File: src/rtl/clarvi_load_assembler_pkg.sv
// Shared load-path types for the clarvi byte-serial load assembler.
package clarvi_load_assembler_pkg;

    typedef enum logic [1:0] {
        B = 2'd0,
        H = 2'd1,
        W = 2'd2,
        D = 2'd3
    } mem_width_t;

    localparam int NUM_LOAD_PARTS = 8;

    typedef enum logic [1:0] {
        IDLE,
        COLLECT,
        DRAIN
    } load_asm_state_t;

    function automatic logic [3:0] load_bytes(input mem_width_t width);
        case (width)
            B:       return 4'd1;
            H:       return 4'd2;
            W:       return 4'd4;
            default: return 4'd8;
        endcase
    endfunction

endpackage

File: src/rtl/clarvi_load_extend.sv
// Combinational sign/zero extension of an assembled 8-byte load value.
module clarvi_load_extend
    import clarvi_load_assembler_pkg::*;
(
    input  logic [NUM_LOAD_PARTS-1:0][7:0] raw_bytes,
    input  mem_width_t                     width,
    input  logic                           is_unsigned,
    output logic [NUM_LOAD_PARTS-1:0][7:0] ext_bytes
);
    logic [3:0] num_bytes;
    logic [2:0] sign_idx;
    logic [7:0] fill;

    // Bytes beyond the load width take the fill byte; a D load keeps everything.
    always_comb begin
        num_bytes = load_bytes(width);
        sign_idx  = 3'(num_bytes - 4'd1);
        fill      = is_unsigned ? 8'h00 : {8{raw_bytes[sign_idx][7]}};
        for (int i = 0; i < NUM_LOAD_PARTS; i++) begin
            ext_bytes[i] = (4'(i) < num_bytes) ? raw_bytes[i] : fill;
        end
    end

endmodule

File: src/rtl/clarvi_load_assembler.sv
// Byte-serial load assembler: collects eight returned bytes, extends, drains to writeback.
// Optional macro CLARVI_LOAD_CHECK_EN adds a sticky part-order protocol checker on load_error.
module clarvi_load_assembler
    import clarvi_load_assembler_pkg::*;
#(
    parameter int NUM_PARTS = NUM_LOAD_PARTS,
    parameter int RD_WIDTH  = 5
) (
    input  logic                         clock,
    input  logic                         reset,
    input  logic                         stall,
    input  logic                         read_issue,
    input  logic [$clog2(NUM_PARTS)-1:0] issue_part,
    input  mem_width_t                   issue_width,
    input  logic                         issue_unsigned,
    input  logic [RD_WIDTH-1:0]          issue_rd,
    input  logic                         main_read_pending,
    input  logic [7:0]                   main_read_data,
    output logic                         load_busy,
    output logic                         wb_valid,
    output logic [$clog2(NUM_PARTS)-1:0] wb_part,
    output logic [7:0]                   wb_byte,
    output logic [RD_WIDTH-1:0]          wb_rd,
    output logic                         load_error
);
    localparam int                PART_W    = $clog2(NUM_PARTS);
    localparam logic [PART_W-1:0] LAST_PART = PART_W'(NUM_PARTS - 1);

    load_asm_state_t           state;
    logic [PART_W-1:0]         ret_part;
    logic [PART_W-1:0]         drain_cnt;
    logic [NUM_PARTS-1:0][7:0] data_buf;
    logic [NUM_PARTS-1:0][7:0] capture_buf;
    logic [NUM_PARTS-1:0][7:0] ext_buf;
    mem_width_t                ctx_width;
    logic                      ctx_unsigned;
    logic [RD_WIDTH-1:0]       ctx_rd;
    logic                      in_drain;

    // Extension must see the final byte arriving this cycle, not the stale slot.
    always_comb begin
        capture_buf           = data_buf;
        capture_buf[ret_part] = main_read_data;
    end

    clarvi_load_extend u_extend (
        .raw_bytes   (capture_buf),
        .width       (ctx_width),
        .is_unsigned (ctx_unsigned),
        .ext_bytes   (ext_buf)
    );

    always_ff @(posedge clock) begin
        if (reset) begin
            state        <= IDLE;
            ret_part     <= '0;
            drain_cnt    <= '0;
            data_buf     <= '0;
            ctx_width    <= B;
            ctx_unsigned <= 1'b0;
            ctx_rd       <= '0;
        end else begin
            if (read_issue && !stall) begin
                ret_part <= issue_part;
                if (issue_part == '0) begin
                    ctx_width    <= issue_width;
                    ctx_unsigned <= issue_unsigned;
                    ctx_rd       <= issue_rd;
                end
            end

            // Returns are captured regardless of stall; a return during DRAIN is dropped.
            case (state)
                IDLE: begin
                    if (main_read_pending) begin
                        data_buf[ret_part] <= main_read_data;
                        if (ret_part == '0) begin
                            state <= COLLECT;
                        end
                    end
                end
                COLLECT: begin
                    if (main_read_pending) begin
                        if (ret_part == LAST_PART) begin
                            data_buf  <= ext_buf;
                            drain_cnt <= '0;
                            state     <= DRAIN;
                        end else begin
                            data_buf[ret_part] <= main_read_data;
                        end
                    end
                end
                DRAIN: begin
                    if (!stall) begin
                        if (drain_cnt == LAST_PART) begin
                            drain_cnt <= '0;
                            state     <= IDLE;
                        end else begin
                            drain_cnt <= drain_cnt + 1'b1;
                        end
                    end
                end
                default: state <= IDLE;
            endcase
        end
    end

    assign in_drain  = (state == DRAIN);
    assign load_busy = in_drain && !((drain_cnt == LAST_PART) && !stall);
    assign wb_valid  = in_drain;
    assign wb_part   = in_drain ? drain_cnt : '0;
    assign wb_byte   = in_drain ? data_buf[drain_cnt] : 8'h00;
    assign wb_rd     = in_drain ? ctx_rd : '0;

`ifdef CLARVI_LOAD_CHECK_EN
    logic [PART_W-1:0] expected_part;

    // Expected part follows the observed one so a single gap raises one sticky error.
    always_ff @(posedge clock) begin
        if (reset) begin
            expected_part <= '0;
            load_error    <= 1'b0;
        end else if (main_read_pending) begin
            if (state == DRAIN) begin
                load_error <= 1'b1;
            end else begin
                expected_part <= ret_part + 1'b1;
                if ((ret_part != expected_part) || ((state == COLLECT) && (ret_part == '0))) begin
                    load_error <= 1'b1;
                end
            end
        end
    end
`else
    assign load_error = 1'b0;
`endif

endmodule

File: config.mk
export PLATFORM = sky130hd
export DESIGN_NAME = clarvi_load_assembler
export DESIGN_NICKNAME = d
export VERILOG_FILES = /design/src/rtl/clarvi_load_assembler_pkg.sv /design/src/rtl/clarvi_load_extend.sv /design/src/rtl/clarvi_load_assembler.sv
export SDC_FILE = /design/constraint.sdc
export NUM_CORES = 1
export LEC_CHECK = 0
export CAP_MARGIN = 30
export CORE_MARGIN = 3
export CORE_UTILIZATION = 52
export DETAILED_ROUTE_END_ITERATION = 7
export PLACE_DENSITY = 0.77
export SLEW_MARGIN = 20
export SYNTH_ARGS = -nofsm -noshare
export SYNTH_HDL_FRONTEND = slang
export SYNTH_SLANG_ARGS = --single-unit
File: constraint.sdc
create_clock -name clock -period 2.55 [get_ports clock]
set_input_delay 0.765 -clock clock [delete_from_list [all_inputs] [get_ports clock]]
set_output_delay 0.765 -clock clock [all_outputs]
set_load 0.01 [all_outputs]
==> flow_metrics.tcl <==
set metrics [dict create \
    status "finished with violations" \
    violations "negative setup slack" \
    gp_congestion 0.907 \
    min-delay-start "data_buf[14]$_SDFFE_PP0P_" \
    worst_slew_pin_slew_ns 0.835 \
    clkLatencyLatePin_ns 0.36 \
    fin_area_um2 5390 \
    critPathLaunchType "register" \
    synth_seq_cells 80 \
    via_per_inst 6.09 \
    vias 3867 \
    yosys.area_share.simple_pct 17.9 \
    yosysSeqAreaShare_pct 37.0 \
    cts_made_buffers 9 \
    grt_use_total_pct 24.9 \
    core.rowCount 32 \
    synth_top_area_share_pct 37.0 \
    synth_top_family_by_area "multiplexers" \
    synth_enable_flop_cells 0 \
    synth_compound_area_share_pct 18.4 \
    grt_max_degree 33 \
    syn_area_per_cell_um2 9.32 \
    power_mw 2.67 \
    drt_iter0_drc 314 \
    ys_types 52 \
    syn_inst 464 \
    grt_pass1_vias 3754 \
    setup-violations-final 8 \
    drc 0 \
    drive_gt1_share_pct 26.8 \
    whs_ns 0.476 \
    fill_cells 605 \
    relSlewSlack_pct 44.0 \
    ir_drop_mv 0.500 \
    yosysWarnings 0 \
    synth.mux.area_fraction_pct 20.8 \
    die_area_um2 9450 \
    synth.top_cells.by_area "dfxtp_1, mux4_2, mux2_2" \
    cts_sinks 80 \
    clk_pin_slew_worst_paths_ns 0.08 \
    drt_pass1_iterations 4 \
    min_period_ns 2.64 \
    rsz0062_at_grt "true" \
    pin_count 43 \
    r2r-start "ctx_width[1]$_SDFFE_PP0P_" \
    startpoint "drain_cnt[0]$_SDFFE_PP0P_" \
    p_per_area_nw_per_um2 496 \
    period_share_pct 104 \
    synth_common_cells "dfxtp_1, nand2_1, nor2_1, a211oi_1, a22oi_1" \
    final_hold_viol_count 0 \
    synth_ff_type "dfxtp_1" \
    grt_pass1_wl_mm 19.0 \
    crit_required_ns 1.79 \
    crit_fanout 5 \
    die_h_um 97.2 \
    multi_input_area_um2 2570 \
    synthArstFlopShare_pct 0 \
    fp.dieW_um 97.2 \
    synthMostInstantiatedCell "dfxtp_1" \
    p_leak_nw 2.23 \
    synth-xor-area-share_pct 0 \
    drt_wl_total_mm 12.0 \
    cp-end-kind "primary output" \
    fin_skew_ns 0.00789 \
    gr-total-overflow 0 \
    synth_largest_area_cell "dfxtp_1" \
    hold_path.class "reg2reg" \
    core_region_area_um2 7890 \
    root_buffer "clkbuf_8" \
    postRouteAntennaNets 0 \
    cts_tree "done" \
    fmax_ghz 0.378 \
    final.setup.tns_ns -0.411 \
    setup_slack_ns -0.0920 \
    place_inst 601 \
    layout.nets 556 \
    antenna_cells 0 \
    clock_path_buffers 2 \
    regArea_um2 1610 \
    pre_cts_slack_ns -0.173 \
    arrival_ns 1.88 \
    max_cap_violations 0 \
    dp_hpwl_mm 7.64 \
    ctsHoldBuffers 0 \
    initial_core_util_pct 54.8 \
    report.final.slew_viol_count 0 \
    ctsHtreeMaxLevel 3 \
    place_area_um2 4980 \
    syn_nets 492 \
    antenna_found_initial 0 \
    worstSetupPathType "reg2out" \
    instances_no_fill 635 \
    syn_area_um2 4330 \
    area_growth_pct 24.6 \
    final_util_pct 68.3 \
    portBuffers 41 \
    synth-adder-area-share_pct 1.16 \
    avgRoutedWirePerCell_um 18.9 \
]
==> power by group <==
part | internal, mW | leakage (nW) | switching (mW)
combinational | 0.172 | 1.48 | 0.178
clock | 0.482 | 0.0989 | 0.488
sequential | 1.30 | 0.655 | 0.0477
total | 1.96 | 2.23 | 0.714
==> what timing repair did <==
item | CTS | global route
pin swaps | 1 | 3
setup buffers | 8 | 7
resized for setup | 50 | 6
gates cloned | 2 | 0
endpoints found under the setup margin | 17 | 26
endpoints found under the hold margin | 0 | 0
==> cell usage in the layout (no fill, tap or decap), drive strengths merged, types with 5 or more instances in the layout <==
master          n
dfxtp          80
nand2          67
buf            59
nor2           58
a211oi         35
a22oi          32
mux2           30
clkdlybuf4s50  30
mux2i          20
mux4           16
and2           12
clkbuf         11
inv            10
nand2b          6
a21oi           6
nor3            5
==> cells by family (layout without fill, tap and decap cells) <==
| group | count (synthesis) | count (layout) |
|---|---|---|
| AO/OA/AOI/OAI | 96 | 96 |
| other | 1 | 1 |
| AND/OR/NAND/NOR | 170 | 170 |
| multiplexers | 66 | 66 |
| buffers and inverters | 47 | 116 |
| adder cells (fa/ha/maj) | 4 | 4 |
| flip-flops | 80 | 80 |
==> layer usage <==
metal | vias to the layer above | global-route usage, % | share of wire (%)
li1 | 1817 | - | -
met1 | 1871 | 32.5 | 44
met2 | 153 | 40.7 | 47
met3 | 26 | 5.53 | 6.1
met4 | 0 | 8.42 | 2.4
met5 | - | 0 | 0
==> registers in the layout (all words and copies together), names as in the netlist <==
signal        cells
ret_part          3
ctx_width         2
ctx_unsigned      1
drain_cnt         3
state             2
data_buf         64
ctx_rd            5
==> worst paths after layout <==
kind | endpoint | slack, ns | depth (start not counted)
worst max-delay path | wb_byte[1] | -0.09 | 5
worst min-delay path | data_buf[14]$_SDFFE_PP0P_ | 0.48 | 2
worst max register to register | data_buf[4]$_SDFFE_PP0P_ | 0.13 | 8
worst min register to register | data_buf[14]$_SDFFE_PP0P_ | 0.48 | 2
==> worst max-delay path, cell delays in order, from the launching register on <==
cell and delay (ns):
dfxtp_4 0.43, buf_12 0.15, mux4_2 0.51, mux2i_1 0.19, nor2_1 0.08, buf_2 0.14
==> final cells by class <==
cell class	instances	share of cell area [%]
multi-input cells	337	47.6
flip-flops and latches	80	29.8
repair buffers	91	15.7
clock buffers	10	2.55
well taps	102	2.37
clock inverters	6	1.25
inverters	9	0.673
No activity file was read; power rests on OpenSTA's default activity.
==> RTL change: new RTL, config.mk and constraints unchanged <==
Add a define of `CLARVI_LOAD_CHECK_EN`.
--- a/src/rtl/clarvi_load_assembler.sv
+++ b/src/rtl/clarvi_load_assembler.sv
@@ -1,5 +1,7 @@
 // Byte-serial load assembler: collects eight returned bytes, extends, drains to writeback.
 // Optional macro CLARVI_LOAD_CHECK_EN adds a sticky part-order protocol checker on load_error.
+`define CLARVI_LOAD_CHECK_EN
+
 module clarvi_load_assembler
     import clarvi_load_assembler_pkg::*;
 #(
Function: changed (Yosys sat finds a counterexample within 4 cycles, from zero or initial values and one cycle with reset high).
==> RTL change against the unedited design <==
  * The run still ends with negative setup slack left
  * Area after synthesis grew 1.2%
  * Final area grew 3.9%
  * Sequential cell count is 4 higher
  * Maximum frequency fell by 0.33%
  * Clock power is 2% higher
  * Setup slack worse by 0.0088 ns
  * Wire length increased by 14%
  * Total power grew 1.8%
  * Critical path type unchanged
  * Critical endpoint is now wb_byte[2]
  * Largest power group unchanged
==> RTL change: results (changes against the unedited design) <==
metric	value	unit	change
GRT Total Usage	0.265		+0.0160
Critical Path End	wb_byte[2]		
setup_tns	-0.405	ns	+0.00597 ns
Synth Register Bits	84		+5.0%
R2R setup slack	0.01	ns	-0.12 ns
metal1 wirelength	5.41	mm	+2.2%
mux contribution to synthesized area	0.130		-0.0773
peak supply drop	373	uV	-25%
Finished Layout Cells	647		+1.9%
violated checks	negative setup slack		
status	complete, but fails checks		
Wirelength per Cell	21.2	um	+12%
Area after DPL	5140	sq um	+3.3%
CP max stage delay	0.53	ns	+0.02 ns
Synth Area in XOR/XNOR	0.0120		+0.0120
Hold EP	expected_part[1]$_SDFFE_PP0P_		
DR iter-0 viols	468		+49%
Vias per Instance	6.65		+9.2%
Final Setup Violations	6		-2
Min Hold Slack	0.482	ns	+0.00643 ns
drt pass-1 iters	5		+1
metal2 WL	6.64	mm	+17%
Synth Area in Compound Gates	0.267		+0.0828
syn nets	495		+0.61%
grt met1 use	0.349		+0.0247
largest net degree at the start of global routing	25		-24%
met3 Use GR	0.0507		-0.00456
met3 routed WL	1.21	mm	+66%
clock skew	0.00935	ns	+0.00146 ns
Reg area	1700	sq um	+5.5%
routability cong.	0.866		-4.5%
Final WS setup	-0.101	ns	-0.00881 ns
[RTL change: cell types whose count changed after synthesis, sizes merged, moves of 13 or more]
cell | before | now
nor2 | 58 | 45
a211oi | 35 | 2
o21ai | 3 | 29
a21oi | 6 | 53
mux2 | 30 | 0
nand2 | 67 | 11
a221o | 0 | 28
[RTL change: power by group]
part	internal [W]	switching, W	total (W)
clock network	0.000465	0.000521	0.000986
registers	0.00134	0.0000370	0.00138
logic	0.000157	0.000194	0.000351
total	0.00197	0.000751	0.00272
[RTL change: repair_timing]
| item | 4_1_cts | 5_1_grt |
|---|---|---|
| cloned | 2 | 1 |
| pin swaps | 5 | 4 |
| setup endpoints to repair | 46 | 68 |
| buffers inserted | 9 | 3 |
| resized for setup | 56 | 17 |
[RTL change: critical path, delay by kind of cell (launching register included)]
family	cells	cell delay, ns
buffers and inverters	3	0.38
DFF	1	0.35
muxes	2	0.73
and+or+nand+nor	1	0.06
